--- config.mk ---
export PLATFORM = sky130hd
export DESIGN_NAME = seq_detect_sched
export DESIGN_NICKNAME = d
export VERILOG_FILES = /design/src/rtl/seq_det_pkg.sv /design/src/rtl/rr_arbiter.sv /design/src/rtl/seq_detect_sched.sv
export SDC_FILE = /design/constraint.sdc
export NUM_CORES = 1
export LEC_CHECK = 0
export BUFFER_PORTS_ARGS = -buffer_cell sky130_fd_sc_hd__buf_2
export CAP_MARGIN = 20
export CELL_PAD_IN_SITES_DETAIL_PLACEMENT = 1
export CELL_PAD_IN_SITES_GLOBAL_PLACEMENT = 2
export CORE_MARGIN = 2
export CORE_UTILIZATION = 36
export CTS_CLUSTER_DIAMETER = 120
export CTS_CLUSTER_SIZE = 8
export DETAILED_ROUTE_END_ITERATION = 7
export GPL_ROUTABILITY_DRIVEN = 0
export HOLD_SLACK_MARGIN = 0.06
export PLACE_DENSITY_LB_ADDON = 0.08
export SLEW_MARGIN = 20
export SYNTH_ARGS = -nofsm -noshare
export SYNTH_HDL_FRONTEND = slang
export SYNTH_SLANG_ARGS = --single-unit
--- constraint.sdc ---
create_clock -name clk -period 5.8 [get_ports clk]
set_input_delay 0.29 -clock clk [delete_from_list [all_inputs] [get_ports clk]]
set_output_delay 0.29 -clock clk [all_outputs]
set_load 0.02 [all_outputs]
--- src/rtl/seq_det_pkg.sv ---
// Shared "101" detector step, used by the time-shared scheduler and by
// standalone single-channel detectors.
package seq_det_pkg;

    localparam logic [1:0] S0 = 2'b00;
    localparam logic [1:0] S1 = 2'b01;
    localparam logic [1:0] S2 = 2'b10;

    typedef struct packed {
        logic [1:0] next;
        logic       hit;
    } det_res_t;

    // Mealy step: 2'b11 is illegal and recovers exactly like S0.
    function automatic det_res_t det_step(input logic [1:0] state, input logic b);
        det_res_t res;
        res.hit = 1'b0;
        case (state)
            S0:      res.next = b ? S1 : S0;
            S1:      res.next = b ? S1 : S2;
            S2: begin
                res.next = b ? S1 : S0;
                res.hit  = b;
            end
            default: res.next = b ? S1 : S0;
        endcase
        return res;
    endfunction

endpackage

--- src/rtl/rr_arbiter.sv ---
// Combinational round-robin arbiter: one-hot grant to the first requester
// found scanning from ptr upwards, modulo N.
module rr_arbiter #(
    parameter int N  = 4,
    parameter int PW = 2
) (
    input  logic [N-1:0]  req,
    input  logic [PW-1:0] ptr,
    output logic [N-1:0]  gnt
);

    logic [2*N-1:0] rot_full_s;
    logic [2*N-1:0] gnt_full_s;
    logic [N-1:0]   pick_s;
    logic           found_s;

    // Rotate so ptr sits at bit 0, pick the lowest set bit, rotate back.
    always_comb begin
        rot_full_s = {req, req} >> ptr;
        pick_s     = '0;
        found_s    = 1'b0;
        for (int i = 0; i < N; i++) begin
            if (!found_s && rot_full_s[i]) begin
                pick_s[i] = 1'b1;
                found_s   = 1'b1;
            end else begin
                found_s   = found_s;
            end
        end
        gnt_full_s = {pick_s, pick_s} << ptr;
        gnt        = gnt_full_s[2*N-1:N];
    end

endmodule

--- src/rtl/seq_detect_sched.sv ---
// One "101" detector time-shared across NCH serial channels; each channel's
// detector state is kept in its own context slot between grants.
module seq_detect_sched
    import seq_det_pkg::*;
#(
    parameter int NCH   = 4,
    parameter int CH_W  = 2,
    parameter int CNT_W = 8
) (
    input  logic             clk,
    input  logic             reset,
    input  logic [NCH-1:0]   req,
    input  logic [NCH-1:0]   bit_in,
    input  logic [NCH-1:0]   clr,
    output logic [NCH-1:0]   gnt,
    output logic             hit_vld,
    output logic [CH_W-1:0]  hit_ch,
    output logic [CNT_W-1:0] hit_cnt
);

    logic [1:0]       ctx_r [NCH];
    logic [CH_W-1:0]  rr_ptr_r;
    logic             hit_vld_r;
    logic [CH_W-1:0]  hit_ch_r;
    logic [CNT_W-1:0] hit_cnt_r;

    logic [NCH-1:0]   elig_s;
    logic [NCH-1:0]   arb_gnt_s;
    logic [CH_W-1:0]  gnt_idx_s;
    logic [CH_W-1:0]  ptr_next_s;
    logic             gnt_any_s;
    det_res_t         step_s;

    // A channel being cleared is not eligible; its bit is dropped.
    assign elig_s = req & ~clr;

    rr_arbiter #(.N(NCH), .PW(CH_W)) u_arb (
        .req (elig_s),
        .ptr (rr_ptr_r),
        .gnt (arb_gnt_s)
    );

    assign gnt     = reset ? '0 : arb_gnt_s;
    assign hit_vld = hit_vld_r;
    assign hit_ch  = hit_ch_r;
    assign hit_cnt = hit_cnt_r;

    // Encode the one-hot grant and run the shared detector on the granted context.
    always_comb begin
        gnt_idx_s = '0;
        for (int i = 0; i < NCH; i++) begin
            gnt_idx_s = gnt_idx_s | (arb_gnt_s[i] ? CH_W'(i) : CH_W'(0));
        end
        gnt_any_s  = |arb_gnt_s;
        step_s     = det_step(ctx_r[gnt_idx_s], bit_in[gnt_idx_s]);
        ptr_next_s = (gnt_idx_s == CH_W'(NCH - 1)) ? CH_W'(0) : gnt_idx_s + CH_W'(1);
    end

    // Context slots, round-robin pointer and registered hit reporting.
    always_ff @(posedge clk or posedge reset) begin
        if (reset) begin
            for (int i = 0; i < NCH; i++) begin
                ctx_r[i] <= S0;
            end
            rr_ptr_r  <= '0;
            hit_vld_r <= 1'b0;
            hit_ch_r  <= '0;
            hit_cnt_r <= '0;
        end else begin
            for (int i = 0; i < NCH; i++) begin
                if (clr[i]) begin
                    ctx_r[i] <= S0;
                end
            end
            if (gnt_any_s) begin
                ctx_r[gnt_idx_s] <= step_s.next;
                rr_ptr_r         <= ptr_next_s;
            end
            hit_vld_r <= gnt_any_s & step_s.hit;
            if (gnt_any_s && step_s.hit) begin
                hit_ch_r <= gnt_idx_s;
                if (hit_cnt_r != '1) begin
                    hit_cnt_r <= hit_cnt_r + CNT_W'(1);
                end
            end
        end
    end

endmodule

==> results of run 1 <==
[worst paths after layout]
check	cells past startpoint	end	start	slack, ns
min	2	ctx_r[3]$_DFF_PP0_	reset	0.24
max reg2reg	6	hit_cnt[1]$_DFFE_PP0P_	rr_ptr_r[1]$_DFFE_PP0N_	3.30
min in group clk	3	ctx_r[0]$_DFF_PP0_	clr[3]	0.34
max	6	hit_cnt[1]$_DFFE_PP0P_	rr_ptr_r[1]$_DFFE_PP0N_	3.30
max in group asynchronous	2	hit_cnt[6]$_DFFE_PP0P_	reset	5.00
min reg2reg	1	hit_cnt[5]$_DFFE_PP0P_	hit_cnt[5]$_DFFE_PP0P_	0.52
[metal layers]
metal	routed length, um	part of all wire [%]
met1	1870	47
met2	1952	49
met3	126	3.2
met4	39	0.98
met5	0	0
[worst max-delay path, delay by kind of cell (launching register included)]
kind             cells  cell delay [ns]
flip-flops           1             0.54
multiplexers         1             0.36
AO/OA/AOI/OAI        2             0.54
AND/OR/NAND/NOR      3             0.96
[cells in the final DEF (no fill, tap or decap), drive strengths merged, types with 4 or more instances in the layout]
master  Yosys  layout
dfrtp      21      21
nor4        5       5
a21oi       6       6
nor2        6       6
ha          5       5
mux2i       4       4
mux2        4       4
o21ai      17      17
inv         6       6
nor3        8       8
xor2        6       6
nand3b     10      10
nand2b      6       6
nand2      16      16
buf         1      29
[sequential cells by signal, indices dropped and copies added, names as in the netlist]
register and cells:
hit_ch 2, ctx_r 8, hit_vld 1, hit_cnt 8
rr_ptr_r 2
[power by group through the flow]
stage | registers [W] | logic, W | clock network (W)
global placement | 0.000237 | 0.000241 | 0
floorplan | 0.000254 | 0.000151 | 0
global route | 0.000247 | 0.000272 | 0.000109
detailed placement | 0.000241 | 0.000245 | 0
CTS | 0.000239 | 0.000247 | 0.000103
finish | 0.000240 | 0.000244 | 0.0000985
[cell type report]
cell class,count,share of cell area [%]
multi-input combinational,123,52.45
sequential,21,31.16
timing repair buffer,29,8.754
tap,48,3.561
clock buffer,3,2.448
inverter,6,1.335
clock inverter,1,0.2967
[logic make-up after synthesis]
group,synth area share [%]
fa+ha+maj,4.340
flops,36.46
compound gates,17.36
xor+xnor,3.646
buf+inv,2.169
mux,5.903
simple gates,30.12
[stage by stage]
stage          hold WS, ns  instance area [um2]
6_report            0.2396                 1687
4_1_cts             0.2660                 1687
3_3_place_gp        0.4687                 1640
5_1_grt             0.3175                 1687
3_5_place_dp        0.5007                 1640
2_1_floorplan       0.2750                 1441
==> results_dict.tcl, run 1 <==
set metrics [dict create \
    dp.cells 227 \
    clk_pin_slew_ns 0.09 \
    p_comb_share_pct 41.9 \
    dieArea_um2 4526 \
    synth_top_area_share_pct 36.46 \
    status "finished clean" \
    worst_slack_ns 3.297 \
    fin_skew_ns 0.01116 \
    ant_nets 0 \
    layout.nets 203 \
    maxClockFrequency_mhz 399.5 \
    clk_latency_ns 0.26 \
    gr-usage-met1_pct 26.33 \
    die_width_um 67.28 \
    drt_iter0_markers 59 \
    cts_tree "done" \
    synth.distinct_cells 40 \
    dp_hpwl_um 3094 \
    final_layout_size_suffix_gt1_share_pct 24.59 \
    power_switching_w 0.0002538 \
    p_total_w 0.0005824 \
    pin_count 29 \
    pwr_density_cell_nw_per_um2 345.3 \
    cts_setup_buffers 0 \
    rsz0062_at_grt "no" \
    critPathArrivalTime_ns 2.65 \
    synth_largest_area_cell "dfrtp_1" \
    grt_use_total_pct 19.75 \
    setup_viol 0 \
    fin_crit_ns 2.503 \
    num_rows 22 \
    vias_per_cell 5.667 \
    slowest_stage "or4b_4" \
    numCtsBuffers 3 \
    seqCellArea_um2 525.5 \
    grt-busiest-layer "met2" \
    synth_edf_count 0 \
    holdCritPathClass "input pin to asynchronous set/reset pin" \
    synth_warnings 0 \
    fin_util_pct 45.05 \
    synthTopCellsByCount "dfrtp_1 (21), nand2_1 (16), o21ai_0 (16)" \
    multi_input_area_um2 884.6 \
    use_met2_pct 32.92 \
    cp-start-kind "flop" \
    crit_path_max_incr_delay_ns 0.59 \
    grt_max_degree 23 \
    grt_antenna_before_repair 0 \
    maxSlewViolCount 0 \
    pwr-share-seq_pct 41.2 \
    synth_nets 171 \
    irDropWorstVdd_mv 0.1746 \
    fin_crit_sh_pct 43.16 \
    swShare_pct 43.58 \
    hold_viol 0 \
    die_h_um 67.28 \
    clockRootBuffer "clkbuf_8" \
    async_reset_ff_share_pct 100.0 \
    synthesis.area_um2 1441 \
    overflow 0 \
    htree_levels 1 \
    stdcell_count 231 \
    synth.most_common_cell "dfrtp_1" \
    synth_top_cells_by_area "dfrtp_1 (36%), o21ai_0 (5.6%), nand3b_1 (5.2%)" \
    endpoint_kind "flop" \
    port_buffers 28 \
    firstDrtPassIters 4 \
    routedWlPerCell_um 17.27 \
    path_cells "or4b_4 -> o221ai_4 -> nor2_4 -> o311a_4 -> nor4_4 -> mux2_1" \
    syn_avg_cell_area_um2 9.483 \
    worst_slew_pin_slew_ns 0.8917 \
    clk_path_buf_depth 2 \
    fillers 468 \
    p_int_w 0.0003286 \
    drv_cap 0 \
    synth_cells 152 \
    via_count 1309 \
    finalSetupTns_ns 0 \
    synth_seq_cells 21 \
    num_antenna_cells 0 \
    synth-seq-area-share_pct 36.46 \
    post-place-ws_ns 3.301 \
    drcViolationCount 0 \
    syn2layout_area_growth_pct 17.01 \
    holdBufCountCts 0 \
    route.final.wire_length_um 3989 \
    slew_headroom_pct 40.49 \
    coreArea_um2 3744 \
    grt_util_met3_pct 3.000 \
    clock-sinks 21 \
    initial_core_util_pct 38.50 \
    crit_type "flop to flop" \
    worstPathRequired_ns 5.95 \
    critPathMaxFanout 14 \
    grt_pass1_wl_um 6727 \
    cts_resized 0 \
    leakagePower_nw 0.7594 \
    synth_flop_cell "dfrtp_1" \
    first_global_vias 1352 \
    pwr-share-clk_pct 16.9 \
]
No activity file was read; power rests on OpenSTA's default activity.
==> inputs of run 2 (changes only) <==
--- a/config.mk
+++ b/config.mk
@@ -10,7 +10,7 @@
 export CELL_PAD_IN_SITES_DETAIL_PLACEMENT = 1
 export CELL_PAD_IN_SITES_GLOBAL_PLACEMENT = 2
 export CORE_MARGIN = 2
-export CORE_UTILIZATION = 36
+export CORE_UTILIZATION = 30
 export CTS_CLUSTER_DIAMETER = 120
 export CTS_CLUSTER_SIZE = 8
 export DETAILED_ROUTE_END_ITERATION = 7
==> constraint.sdc (replaced) <==
create_clock -name clk -period 2.3 [get_ports clk]
set_input_delay 0.115 -clock clk [delete_from_list [all_inputs] [get_ports clk]]
set_output_delay 0.115 -clock clk [all_outputs]
set_load 0.02 [all_outputs]
==> run 2 against run 1 <==
  * First-iteration DRC count shrank 24%
  * Global-route usage shrank 2.1 points
  * Setup slack got worse by 3.3 ns
  * Largest cell class unchanged
  * Sequential share of layout area decreased by 2.7 points
  * Critical path depth unchanged
  * Clock skew is essentially flat
  * Via count grew 4.0%
  * Non-clock buffer count is 19 higher
  * Combinational power grew to 3.0 times the previous value
  * Hold slack got worse by 0.080 ns
  * Die area is 19% higher
  * Clock-buffer cell count is 1 higher
  * Highest routed layer unchanged
==> results_dict.tcl, run 2 (synthesis results as in run 1) <==
set metrics [dict create \
    first_global_vias 1493 \
    drcViolationCount 0 \
    finalSetupTns_ns 0 \
    pwr_density_cell_nw_per_um2 848.0 \
    htree_levels 1 \
    crit_type "flop to flop" \
    dp_hpwl_um 3362 \
    dieArea_um2 5375 \
    irDropWorstVdd_mv 0.4354 \
    drt_iter0_markers 45 \
    vias_per_cell 5.320 \
    final_layout_size_suffix_gt1_share_pct 32.18 \
    die_width_um 73.32 \
    drv_cap 0 \
    endpoint_kind "flop" \
    grt_use_total_pct 17.67 \
    pin_count 29 \
    final_cell_area_um2 1852 \
    clk_path_buf_depth 2 \
    route.final.wire_length_um 4248 \
    num_antenna_cells 0 \
    maxClockFrequency_mhz 436.2 \
    mostFrequentLayoutCells "buf_2 (28), dfrtp_1 (20), buf_4 (19)" \
    critPathArrivalTime_ns 2.44 \
    setup_viol 0 \
    rsz0062_at_grt "yes" \
    fin_crit_sh_pct 99.69 \
    critPathMaxFanout 8 \
    layout.nets 222 \
    hold_viol 0 \
    grt_max_degree 23 \
    dpl-instance-area_um2 1760 \
    initial_core_util_pct 30.72 \
    grt_antenna_before_repair 0 \
    clk_pin_slew_ns 0.09 \
    via_count 1362 \
    ant_nets 0 \
    fin_skew_ns 0.01147 \
    num_rows 25 \
    overflow 0 \
    fin_crit_ns 2.293 \
    cts_tree "done" \
    firstDrtPassIters 4 \
    final_common_cell "buf_2" \
    routedWlPerCell_um 16.59 \
    fillers 569 \
    clockRootBuffer "clkbuf_8" \
    holdCritPathClass "input pin to flop" \
    die_h_um 73.32 \
    numCtsBuffers 3 \
    status "finished clean" \
    maxSlewViolCount 0 \
    syn2layout_area_growth_pct 28.47 \
    clk_latency_ns 0.26 \
    leakagePower_nw 0.8532 \
    worstPathRequired_ns 2.44 \
    worst_slew_pin_slew_ns 0.4582 \
    clock-sinks 21 \
    port_buffers 28 \
    coreArea_um2 4692 \
    grt_pass1_wl_um 7334 \
    cp-start-kind "flop" \
    slew_headroom_pct 69.22 \
]
[run 2: final timing paths]
kind	cells past startpoint	start	end	slack (ns)
hold / removal	3	clr[3]	ctx_r[0]$_DFF_PP0_	0.16
setup reg to reg	6	rr_ptr_r[1]$_DFFE_PP0N_	hit_cnt[1]$_DFFE_PP0P_	0.007
hold reg to reg	1	hit_cnt[5]$_DFFE_PP0P_	hit_cnt[5]$_DFFE_PP0P_	0.48
min in group asynchronous	4	reset	ctx_r[2]$_DFF_PP0_	0.48
setup / recovery	6	rr_ptr_r[1]$_DFFE_PP0N_	hit_cnt[1]$_DFFE_PP0P_	0.007
max in group asynchronous	4	reset	rr_ptr_r[1]$_DFFE_PP0N_	1.55
[run 2: routing by layer]
| metal | vias up | share of wire (%) | GRT usage, % |
|---|---|---|---|
| li1 | 660 | - | - |
| met1 | 676 | 49 | 24.02 |
| met2 | 20 | 47 | 29.53 |
| met3 | 6 | 3.2 | 3.155 |
| met4 | 0 | 0.89 | 3.636 |
| met5 | - | 0 | 0 |
[run 2: cell type report]
class | instances | area [um2] | share of cell area, %
clock buffer | 4 | 45.04 | 2.432
timing repair buffer | 48 | 292.8 | 15.81
tap | 54 | 67.56 | 3.649
inverter | 6 | 22.52 | 1.216
multi-input combinational | 123 | 897.1 | 48.45
sequential | 21 | 526.8 | 28.45
[run 2: critical path, stage by stage, from the launching register on]
cell      delay, ns
dfrtp_2        0.45
or4b_4         0.54
o221ai_4       0.12
nor2_4         0.06
o311a_4        0.42
nor4_4         0.27
mux2_4         0.33
[run 2: stage by stage]
step           utilization, %  total power (W)  hold slack (ns)  setup WS [ns]  cells
6_report                39.47         0.001570           0.1595       0.007223    256
5_1_grt                 39.47         0.001699           0.1810       -0.07572    256
4_1_cts                 38.96         0.001567           0.1597      -0.002486    254
3_5_place_dp            37.52         0.001285           0.2176       -0.02026    248
3_3_place_gp            37.52         0.001271           0.2040        0.05148    248
2_1_floorplan               -         0.001021          0.09996        0.03338    152
[run 2: power breakdown]
| part | total [W] | internal (W) | switching (W) |
|---|---|---|---|
| registers | 0.000576 | 0.000470 | 0.000107 |
| clock network | 0.000252 | 0.000123 | 0.000128 |
| logic | 0.000742 | 0.000322 | 0.000421 |
| total | 0.00157 | 0.000915 | 0.000655 |
[run 2: timing repair]
| item | in CTS | in global routing |
|---|---|---|
| pin swaps | 0 | 1 |
| gates resized for setup | 2 | 2 |
| setup buffers | 1 | 2 |
| hold buffers | 1 | 0 |
| endpoints found under the setup margin | 1 | 9 |
| hold endpoints to repair | 21 | 0 |
